===== config.mk =====
export PLATFORM = sky130hd
export DESIGN_NAME = dma_copy
export DESIGN_NICKNAME = d
export VERILOG_FILES = /design/src/rtl/dma_copy.sv
export SDC_FILE = /design/constraint.sdc
export NUM_CORES = 1
export LEC_CHECK = 0
export BUFFER_PORTS_ARGS = -buffer_cell sky130_fd_sc_hd__buf_2
export CAP_MARGIN = 20
export CORE_MARGIN = 5
export CORE_UTILIZATION = 35
export CTS_BUF_LIST = sky130_fd_sc_hd__clkbuf_8
export DETAILED_ROUTE_END_ITERATION = 10
export REMOVE_ABC_BUFFERS = 1
export SYNTH_ARGS = -nofsm -noshare
export SYNTH_HDL_FRONTEND = slang
export SYNTH_SLANG_ARGS = --single-unit
export TNS_END_PERCENT = 20

===== constraint.sdc =====
create_clock -name clk_i -period 3.6 [get_ports clk_i]
set_input_delay 0.72 -clock clk_i [delete_from_list [all_inputs] [get_ports clk_i]]
set_output_delay 0.72 -clock clk_i [all_outputs]
set_load 0.1 [all_outputs]

===== src/rtl/dma_copy.sv =====
// Single-channel word-copy DMA: register device port plus a bus host port.
// Copies LEN words from SRC to DST in ascending order, one transaction at a time.
module dma_copy #(
   parameter int unsigned AddressWidth = 32,
   parameter int unsigned DataWidth    = 32
) (
   input  logic                    clk_i,
   input  logic                    rst_i,
   input  logic                    dev_req_i,
   input  logic                    dev_we_i,
   input  logic [3:0]              dev_be_i,
   input  logic [AddressWidth-1:0] dev_addr_i,
   input  logic [DataWidth-1:0]    dev_wdata_i,
   output logic                    dev_rvalid_o,
   output logic [DataWidth-1:0]    dev_rdata_o,
   output logic                    dev_err_o,
   output logic                    host_req_o,
   input  logic                    host_gnt_i,
   output logic [AddressWidth-1:0] host_addr_o,
   output logic                    host_we_o,
   output logic [3:0]              host_be_o,
   output logic [DataWidth-1:0]    host_wdata_o,
   input  logic                    host_rvalid_i,
   input  logic [DataWidth-1:0]    host_rdata_i,
   input  logic                    host_err_i,
   output logic                    irq_o
);

   typedef enum logic [2:0] {
      IDLE, RD_REQ, RD_WAIT, WR_REQ, WR_WAIT, FIN
   } state_e;

   state_e                  state_q;
   logic [AddressWidth-1:0] src_q, dst_q;
   logic [AddressWidth-1:0] cur_src, cur_dst;
   logic [AddressWidth-1:0] src_nxt, dst_nxt;
   logic [DataWidth-1:0]    len_q, remaining;
   logic                    ie_q, done_q, err_q, fail_q;
   logic                    busy, wr_ok, start;
   logic [1:0]              sel;
   logic [DataWidth-1:0]    rd_mux;
   logic                    unused_addr;

   assign busy      = (state_q != IDLE);
   assign sel       = dev_addr_i[3:2];
   assign wr_ok     = dev_req_i & dev_we_i & (dev_be_i == 4'hF);
   assign start     = wr_ok & (sel == 2'd3) & dev_wdata_i[0] & ~busy;
   assign src_nxt   = cur_src + AddressWidth'(4);
   assign dst_nxt   = cur_dst + AddressWidth'(4);
   assign host_be_o = 4'hF;
   assign unused_addr = ^{dev_addr_i[AddressWidth-1:4], dev_addr_i[1:0]};

   always_comb begin
      rd_mux = '0;
      unique case (sel)
         2'd0: rd_mux = DataWidth'(src_q);
         2'd1: rd_mux = DataWidth'(dst_q);
         2'd2: rd_mux = len_q;
         2'd3: rd_mux = DataWidth'({ie_q, err_q, done_q, busy});
      endcase
   end

   // Register writes come first so that flag sets from the FSM win.
   always_ff @(posedge clk_i) begin
      if (rst_i) begin
         state_q      <= IDLE;
         src_q        <= '0;
         dst_q        <= '0;
         len_q        <= '0;
         cur_src      <= '0;
         cur_dst      <= '0;
         remaining    <= '0;
         ie_q         <= 1'b0;
         done_q       <= 1'b0;
         err_q        <= 1'b0;
         fail_q       <= 1'b0;
         dev_rvalid_o <= 1'b0;
         dev_rdata_o  <= '0;
         dev_err_o    <= 1'b0;
         host_req_o   <= 1'b0;
         host_we_o    <= 1'b0;
         host_addr_o  <= '0;
         host_wdata_o <= '0;
         irq_o        <= 1'b0;
      end else begin
         dev_rvalid_o <= dev_req_i;
         dev_err_o    <= 1'b0;
         dev_rdata_o  <= '0;
         if (dev_req_i && !dev_we_i)
            dev_rdata_o <= rd_mux;
         if (wr_ok) begin
            unique case (sel)
               2'd0: if (busy) dev_err_o <= 1'b1;
                     else src_q <= {dev_wdata_i[AddressWidth-1:2], 2'b00};
               2'd1: if (busy) dev_err_o <= 1'b1;
                     else dst_q <= {dev_wdata_i[AddressWidth-1:2], 2'b00};
               2'd2: if (busy) dev_err_o <= 1'b1;
                     else len_q <= dev_wdata_i;
               2'd3: begin
                  ie_q <= dev_wdata_i[1];
                  if (dev_wdata_i[2]) begin
                     done_q <= 1'b0;
                     err_q  <= 1'b0;
                  end
               end
            endcase
         end
         irq_o <= done_q & ie_q;

         unique case (state_q)
            IDLE: if (start) begin
               cur_src   <= src_q;
               cur_dst   <= dst_q;
               remaining <= len_q;
               done_q    <= 1'b0;
               err_q     <= 1'b0;
               fail_q    <= 1'b0;
               if (len_q == '0) begin
                  state_q <= FIN;
               end else begin
                  state_q     <= RD_REQ;
                  host_req_o  <= 1'b1;
                  host_we_o   <= 1'b0;
                  host_addr_o <= src_q;
               end
            end
            RD_REQ: if (host_gnt_i) begin
               host_req_o <= 1'b0;
               state_q    <= RD_WAIT;
            end
            RD_WAIT: if (host_rvalid_i) begin
               if (host_err_i) begin
                  err_q   <= 1'b1;
                  fail_q  <= 1'b1;
                  state_q <= FIN;
               end else begin
                  host_wdata_o <= host_rdata_i;
                  host_req_o   <= 1'b1;
                  host_we_o    <= 1'b1;
                  host_addr_o  <= cur_dst;
                  state_q      <= WR_REQ;
               end
            end
            WR_REQ: if (host_gnt_i) begin
               host_req_o <= 1'b0;
               state_q    <= WR_WAIT;
            end
            WR_WAIT: if (host_rvalid_i) begin
               if (host_err_i) begin
                  err_q   <= 1'b1;
                  fail_q  <= 1'b1;
                  state_q <= FIN;
               end else begin
                  cur_src   <= src_nxt;
                  cur_dst   <= dst_nxt;
                  remaining <= remaining - DataWidth'(1);
                  if (remaining == DataWidth'(1)) begin
                     state_q <= FIN;
                  end else begin
                     host_req_o  <= 1'b1;
                     host_we_o   <= 1'b0;
                     host_addr_o <= src_nxt;
                     state_q     <= RD_REQ;
                  end
               end
            end
            FIN: begin
               done_q  <= 1'b1;
               if (fail_q) err_q <= 1'b1;
               state_q <= IDLE;
            end
            default: state_q <= IDLE;
         endcase
      end
   end

endmodule

After elaboration in Yosys (flattened, before gate mapping)
Index checks and enable logic that the tools add are counted.

cells by class
  bitwise gates (word level) = 11
  mux-type cells = 64
  reduce and logical (&&, ||, !) cells = 25
  add/sub/neg operators = 3
  equality and inequality tests = 22

operators by type and width
  cell                     number
  $mux W32                 16
  $pmux W32 S2             3
  $pmux W32 S4             1
  $pmux W32 S3             1
  $add A32 B3 Y32 const B  2
  $eq A32 B1 Y1 const B    1
  $logic_not A32 Y1        1
  $sub A32 B1 Y32 const B  1
  $mux W1                  28
  $mux W3                  9
  $ne A2 B2 Y1 const B     9
  $pmux W3 S5              1
  $reduce_and A3 Y1        4
  $reduce_and A9 Y1        1
  $reduce_and A4 Y1        2
  $reduce_and A8 Y1        1
  $and A1 B1 Y1            6
  $eq A3 B2 Y1 const B     2
  $eq A3 B3 Y1 const B     2
  $ne A2 B1 Y1 const B     3
  $pmux W1 S3              2
  $reduce_bool A3 Y1       2
  $reduce_or A2 Y1         3
  $reduce_or A3 Y1         2
  15 further kinds         22

storage, ports and cells
  flip-flop bits (word level) = 296
  output and inout port bits = 105
  word-level logic and storage cells = 144
  input port bits = 107

Logic depth before layout (Yosys ltp)
  depth in word-level cells = 7
  depth in mapped cells = 10
  gate-level depth less buffers = 6

Worst setup path after synthesis
No wires, ideal clock.

  kind = reg-to-reg
  start = register cur_src[2]
  end = register cur_src[30]
  arrival = 2.148 ns
  buffers on the path = 0
  setup time = 0.070 ns
  data required time = 3.530 ns
  cell stages (with the launch flop) = 7
  period minus slack after synthesis = 2.219 ns
  slack = 1.381 ns
  path through = dfxtp_1 -> ha_1 -> nand4_1 -> or4_4 -> or4_1 -> a21o_1 -> a21oi_1

on the way
  longest elaborated chain between the ends = 4

RTL lines
  what                      RTL line  text
  start: declaration        35        logic [AddressWidth-1:0] cur_src, cur_dst;
  start signal: assignment  112       cur_src <= src_q;
  start signal: assignment  154       cur_src <= src_nxt;
  $add A32 B3 Y32           48        assign src_nxt = cur_src + AddressWidth'(4);
  $mux W32                  149       if (host_err_i) begin
  $mux W32                  148       WR_WAIT: if (host_rvalid_i) begin
  $pmux W32 S2              110       unique case (state_q)

Every way passes these cells. The select of a mux whose other input is x is not followed.
A chain may end at the register's enable or synchronous reset.

Worst setup path after layout
  start = register state_q[0]
  end = register cur_src[19]

on the way
  longest elaborated chain between the ends = 5
  elaborated cells between the ends (all ways) = 11
  classes of those cells = eq/ne: 4; mux: 1; bitwise: 2; reduce/logical: 4

RTL lines
  what                         RTL line  text
  start: declaration           33        state_e state_q;
  start signal: assignment     66        state_q <= IDLE;
  start signal: assignment     119       state_q <= FIN;
  start signal: assignment     121       state_q <= RD_REQ;
  $reduce_bool A3 Y1           44        assign busy = (state_q != IDLE);
  $not A1 Y1 (no line)         n/a
  $and A1 B1 Y1                47        assign start = wr_ok & (sel == 2'd3) & dev_wdata_i[0] & ~busy;
  $ne A2 B2 Y1 (no line)       n/a
  $reduce_and A4 Y1 (no line)  n/a

Several ways; a longest one is shown, not always the timed one.

==> key figures <==
Status
  – Outcome: completed

Critical path
  – FF-to-FF setup slack: 0.72 ns
  – CP max FO: ~90
  – Setup crit start kind: register
  – Critical setup path kind: register to register
  – Crit. End Element: register
  – Crit. Startpoint: state_q[0]
  – R2r startpoint: state_q[0]
  – CP required: a little over 4 ns
  – Worst Path Arrival: ~3.4 ns

CTS
  – CTS root buffer: clkbuf_8
  – TritonCTS Sinks: slightly below 300
  – Level count of the clock H-tree: 2
  – Post-CTS Setup Inserts: 0
  – CTS resizes: 0
  – Num CTS Buffers: 51
  – Skew-Pair Late Insertion Delay: roughly 0.6 ns
  – CTS tree: built
  – Clock transition at path regs: around 0.060 ns
  – Hold-fix buffers, CTS: 0
  – Clock Tree Buf Depth: 3

STA
  – Hold WS: ~0.35 ns
  – Setup violators final: 0
  – Max_slew headroom: 33.27%
  – RSZ-0062 raised after global routing: no
  – F_max: approximately 350 MHz
  – Worst slew pin tran: between 0.9 and 1 ns
  – Tmin final: 2.875 ns
  – Final period util: approximately 80%
  – Final number of hold-violating endpoints: 0
  – Fin Clk Skew: 0.03123 ns
  – Final-report max-slew violation count: 0

Floorplanning
  – Core ar.: between 40000 and 50000 sq um
  – Number of core rows: 75
  – Horiz. Die Dim: 214.5 um
  – Die footprint: about 46000 sq um
  – Number of I/O pins: about 210
  – Vert. Die Dim: 214.5 um
  – Initial Util: a little over a third

Synth
  – Post-Syn Area: about 15000 sq um
  – Synth unique cells: 83
  – Ranking of synthesized cells by area: dfxtp_1 40%, nand2_1 10%, a21oi_1 9.1%, nor2_1 3.6%, clkbuf_1 3.2%
  – Synth Flop Type: dfxtp_1
  – Top cell type's share of synthesized area: approximately two fifths
  – #FFs+latches synth: between 200 and 300
  – Mapped Cells: a little under 2k
  – Async set or reset register ratio after synthesis: 0%
  – Synthesis Warnings: 0
  – Synth Area per Inst: approximately 7.6 sq um
  – Seq/Total Area, Yosys: between 30% and 40%
  – Post-synth EDFFs: 0
  – Leading area contributor after synthesis: dfxtp_1

Finish
  – Fill cells: ~4.2k
  – Final nets: approximately 2.2k
  – Number of inserted diodes: 0
  – Share of cells above drive strength 1: 16.98%
  – Layout area overhead: 16.64%
  – Final instance area: around 17000 sq um
  – Post-Layout Cell Count: roughly 2.6k

Drt
  – Drt drc: 0
  – Via count: between 15k and 20k
  – Antenna Nets Post-Route: 0
  – Iter 0 DRT Violations: ~1.8k
  – WL final: roughly 53000 um
  – Drt first pass iters: 6
  – Routed len/inst: 20.12 um
  – Via/cell ratio: around 5.8

GRT
  – Global-route wire length before repair: a little over 80000 um
  – Vias in the first global route: about 14k
  – Initial antenna violation count: 0
  – Largest net degree at the start of global routing: around 140
  – GRT Resource Usage Total: 21.63%
  – GRT overflow: 0

Placed design
  – RePlAce Congestion: ~0.93
  – Placed Area: roughly 16000 sq um
  – Hpwl dp: approximately 36000 um
  – Port buffer count: 177
  – DP Cell Count: between 2k and 3k

Worst hold path
  – Hold_sp: host_rdata_i[10]
  – Min-Delay Path Class: input pin to register

Job
  – Max cap viols: 0

Pwr
  – Max VDD drop: approximately 240 uV
  – PD cells: about 510 nW/um^2
  – P_leak: about 6.2 nW
-- metrics by stage --
step | TNS [ns] | utilization (%) | setup WS, ns | total power [mW]
3_3_place_gp | 0 | 38.26 | 0.6578 | 5.413
2_1_floorplan | -709.18 | - | -6.786 | 4.767
4_1_cts | 0 | 40.99 | 0.7941 | 8.796
3_5_place_dp | 0 | 38.26 | 0.6221 | 5.435
5_1_grt | 0 | 40.99 | 0.5887 | 9.122
6_report | 0 | 40.99 | 0.7249 | 8.761
-- cell type report --
class / instances / area [sq um] / share of cell area, %
multi-input combinational: 1454 / 8071 / 47.27
timing repair buffer: 224 / 1308 / 7.657
inverter: 17 / 63.81 / 0.3737
tap: 539 / 674.4 / 3.949
clock inverter: 25 / 197.7 / 1.158
sequential: 291 / 5826 / 34.11
clock buffer: 68 / 935.9 / 5.481
-- final timing paths --
| kind | cells past startpoint | endpoint |
|---|---|---|
| worst min-delay path | 3 | host_wdata_o[10] |
| worst max-delay path | 8 | cur_src[19] |
| worst min register to register | 2 | host_wdata_o[7] |
| worst max register to register | 8 | cur_src[19] |
-- logic make-up after synthesis --
family | Yosys count | synth area share [%]
xor gates and xnor gates | 4 | 0.2393
muxes | 44 | 3.213
buffers and inverters | 189 | 5.350
and+or+nand+nor | 812 | 26.30
adders and majority gates | 4 | 0.3419
DFF | 291 | 39.79
AOI/OAI and AO/OA | 586 | 24.74
other | 1 | 0.02561
-- sequential cells by signal (all words and copies together), names as in the netlist, 3 cells and up --
signal        flops
dev_rdata_o      32
host_wdata_o     32
len_q            32
remaining        32
host_addr_o      31
cur_dst          30
cur_src          30
dst_q            30
src_q            30
state_q           3
-- power by group --
part / internal, mW / leakage [nW] / switching (mW) / total [mW]
Combinational: 0.523 / 3.21 / 1.47 / 1.99
Sequential: 3.32 / 2.35 / 0.101 / 3.42
Clock: 1.91 / 0.628 / 1.44 / 3.35
Total: 5.75 / 6.18 / 3.01 / 8.76
-- cells in the final DEF, fill, tap and decap left out, drive strengths merged, types with 15 or more instances in the layout --
cell | synthesis | layout
nor3 | 44 | 44
a31oi | 41 | 41
o31ai | 18 | 18
nor2 | 143 | 143
inv | 16 | 28
nor4 | 33 | 33
a211oi | 33 | 33
dfxtp | 291 | 291
a21oi | 266 | 266
clkbuf | 123 | 68
mux2i | 38 | 38
nand3 | 48 | 48
nand4 | 31 | 31
and3 | 17 | 17
o21ai | 85 | 85
or4 | 20 | 20
nand2 | 392 | 392
buf | 49 | 224
o22ai | 15 | 15
-- worst max-delay path, stage by stage (launching register included) --
cell     delay [ns]
dfxtp_1        0.45
nor3b_2        0.45
buf_12         0.39
nand2_1        0.19
buf_4          0.25
nand2_2        0.09
buf_4          0.47
nand3_1        0.14
o221a_2        0.26
-- cells in the mapped netlist, types with 6 or more instances --
library cell	number
nand2_1	392
dfxtp_1	291
a21oi_1	266
nor2_1	141
clkbuf_1	123
o21ai_0	78
nand3_1	46
nor3_1	42
a31oi_1	41
mux2i_1	38
buf_2	32
a211oi_1	31
nor4_1	29
nand4_1	28
o31ai_1	18
and3_1	17
or4_1	17
inv_1	15
o22ai_1	15
a32o_1	13
nor2b_1	13
a22oi_1	12
and2_1	12
a22o_1	10
and4_1	10
nor3b_1	10
a2bb2oi_1	9
buf_4	9
buf_1	8
nand2b_1	8
o41ai_1	8
or3_1	8
a311oi_1	7
o211ai_1	7
o21ai_1	7
a21o_1	6
nor4b_1	6
o221ai_1	6
o311ai_1	6
-- metal layers --
| metal | GRT usage, % | share of wire (%) | routed length, um |
|---|---|---|---|
| met1 | 30.81 | 45 | 23460 |
| met2 | 34.14 | 44 | 23420 |
| met3 | 4.010 | 8.9 | 4715 |
| met4 | 5.089 | 2.1 | 1088 |
| met5 | 0 | 0 | 0 |
(Power assumes the default switching activity.)
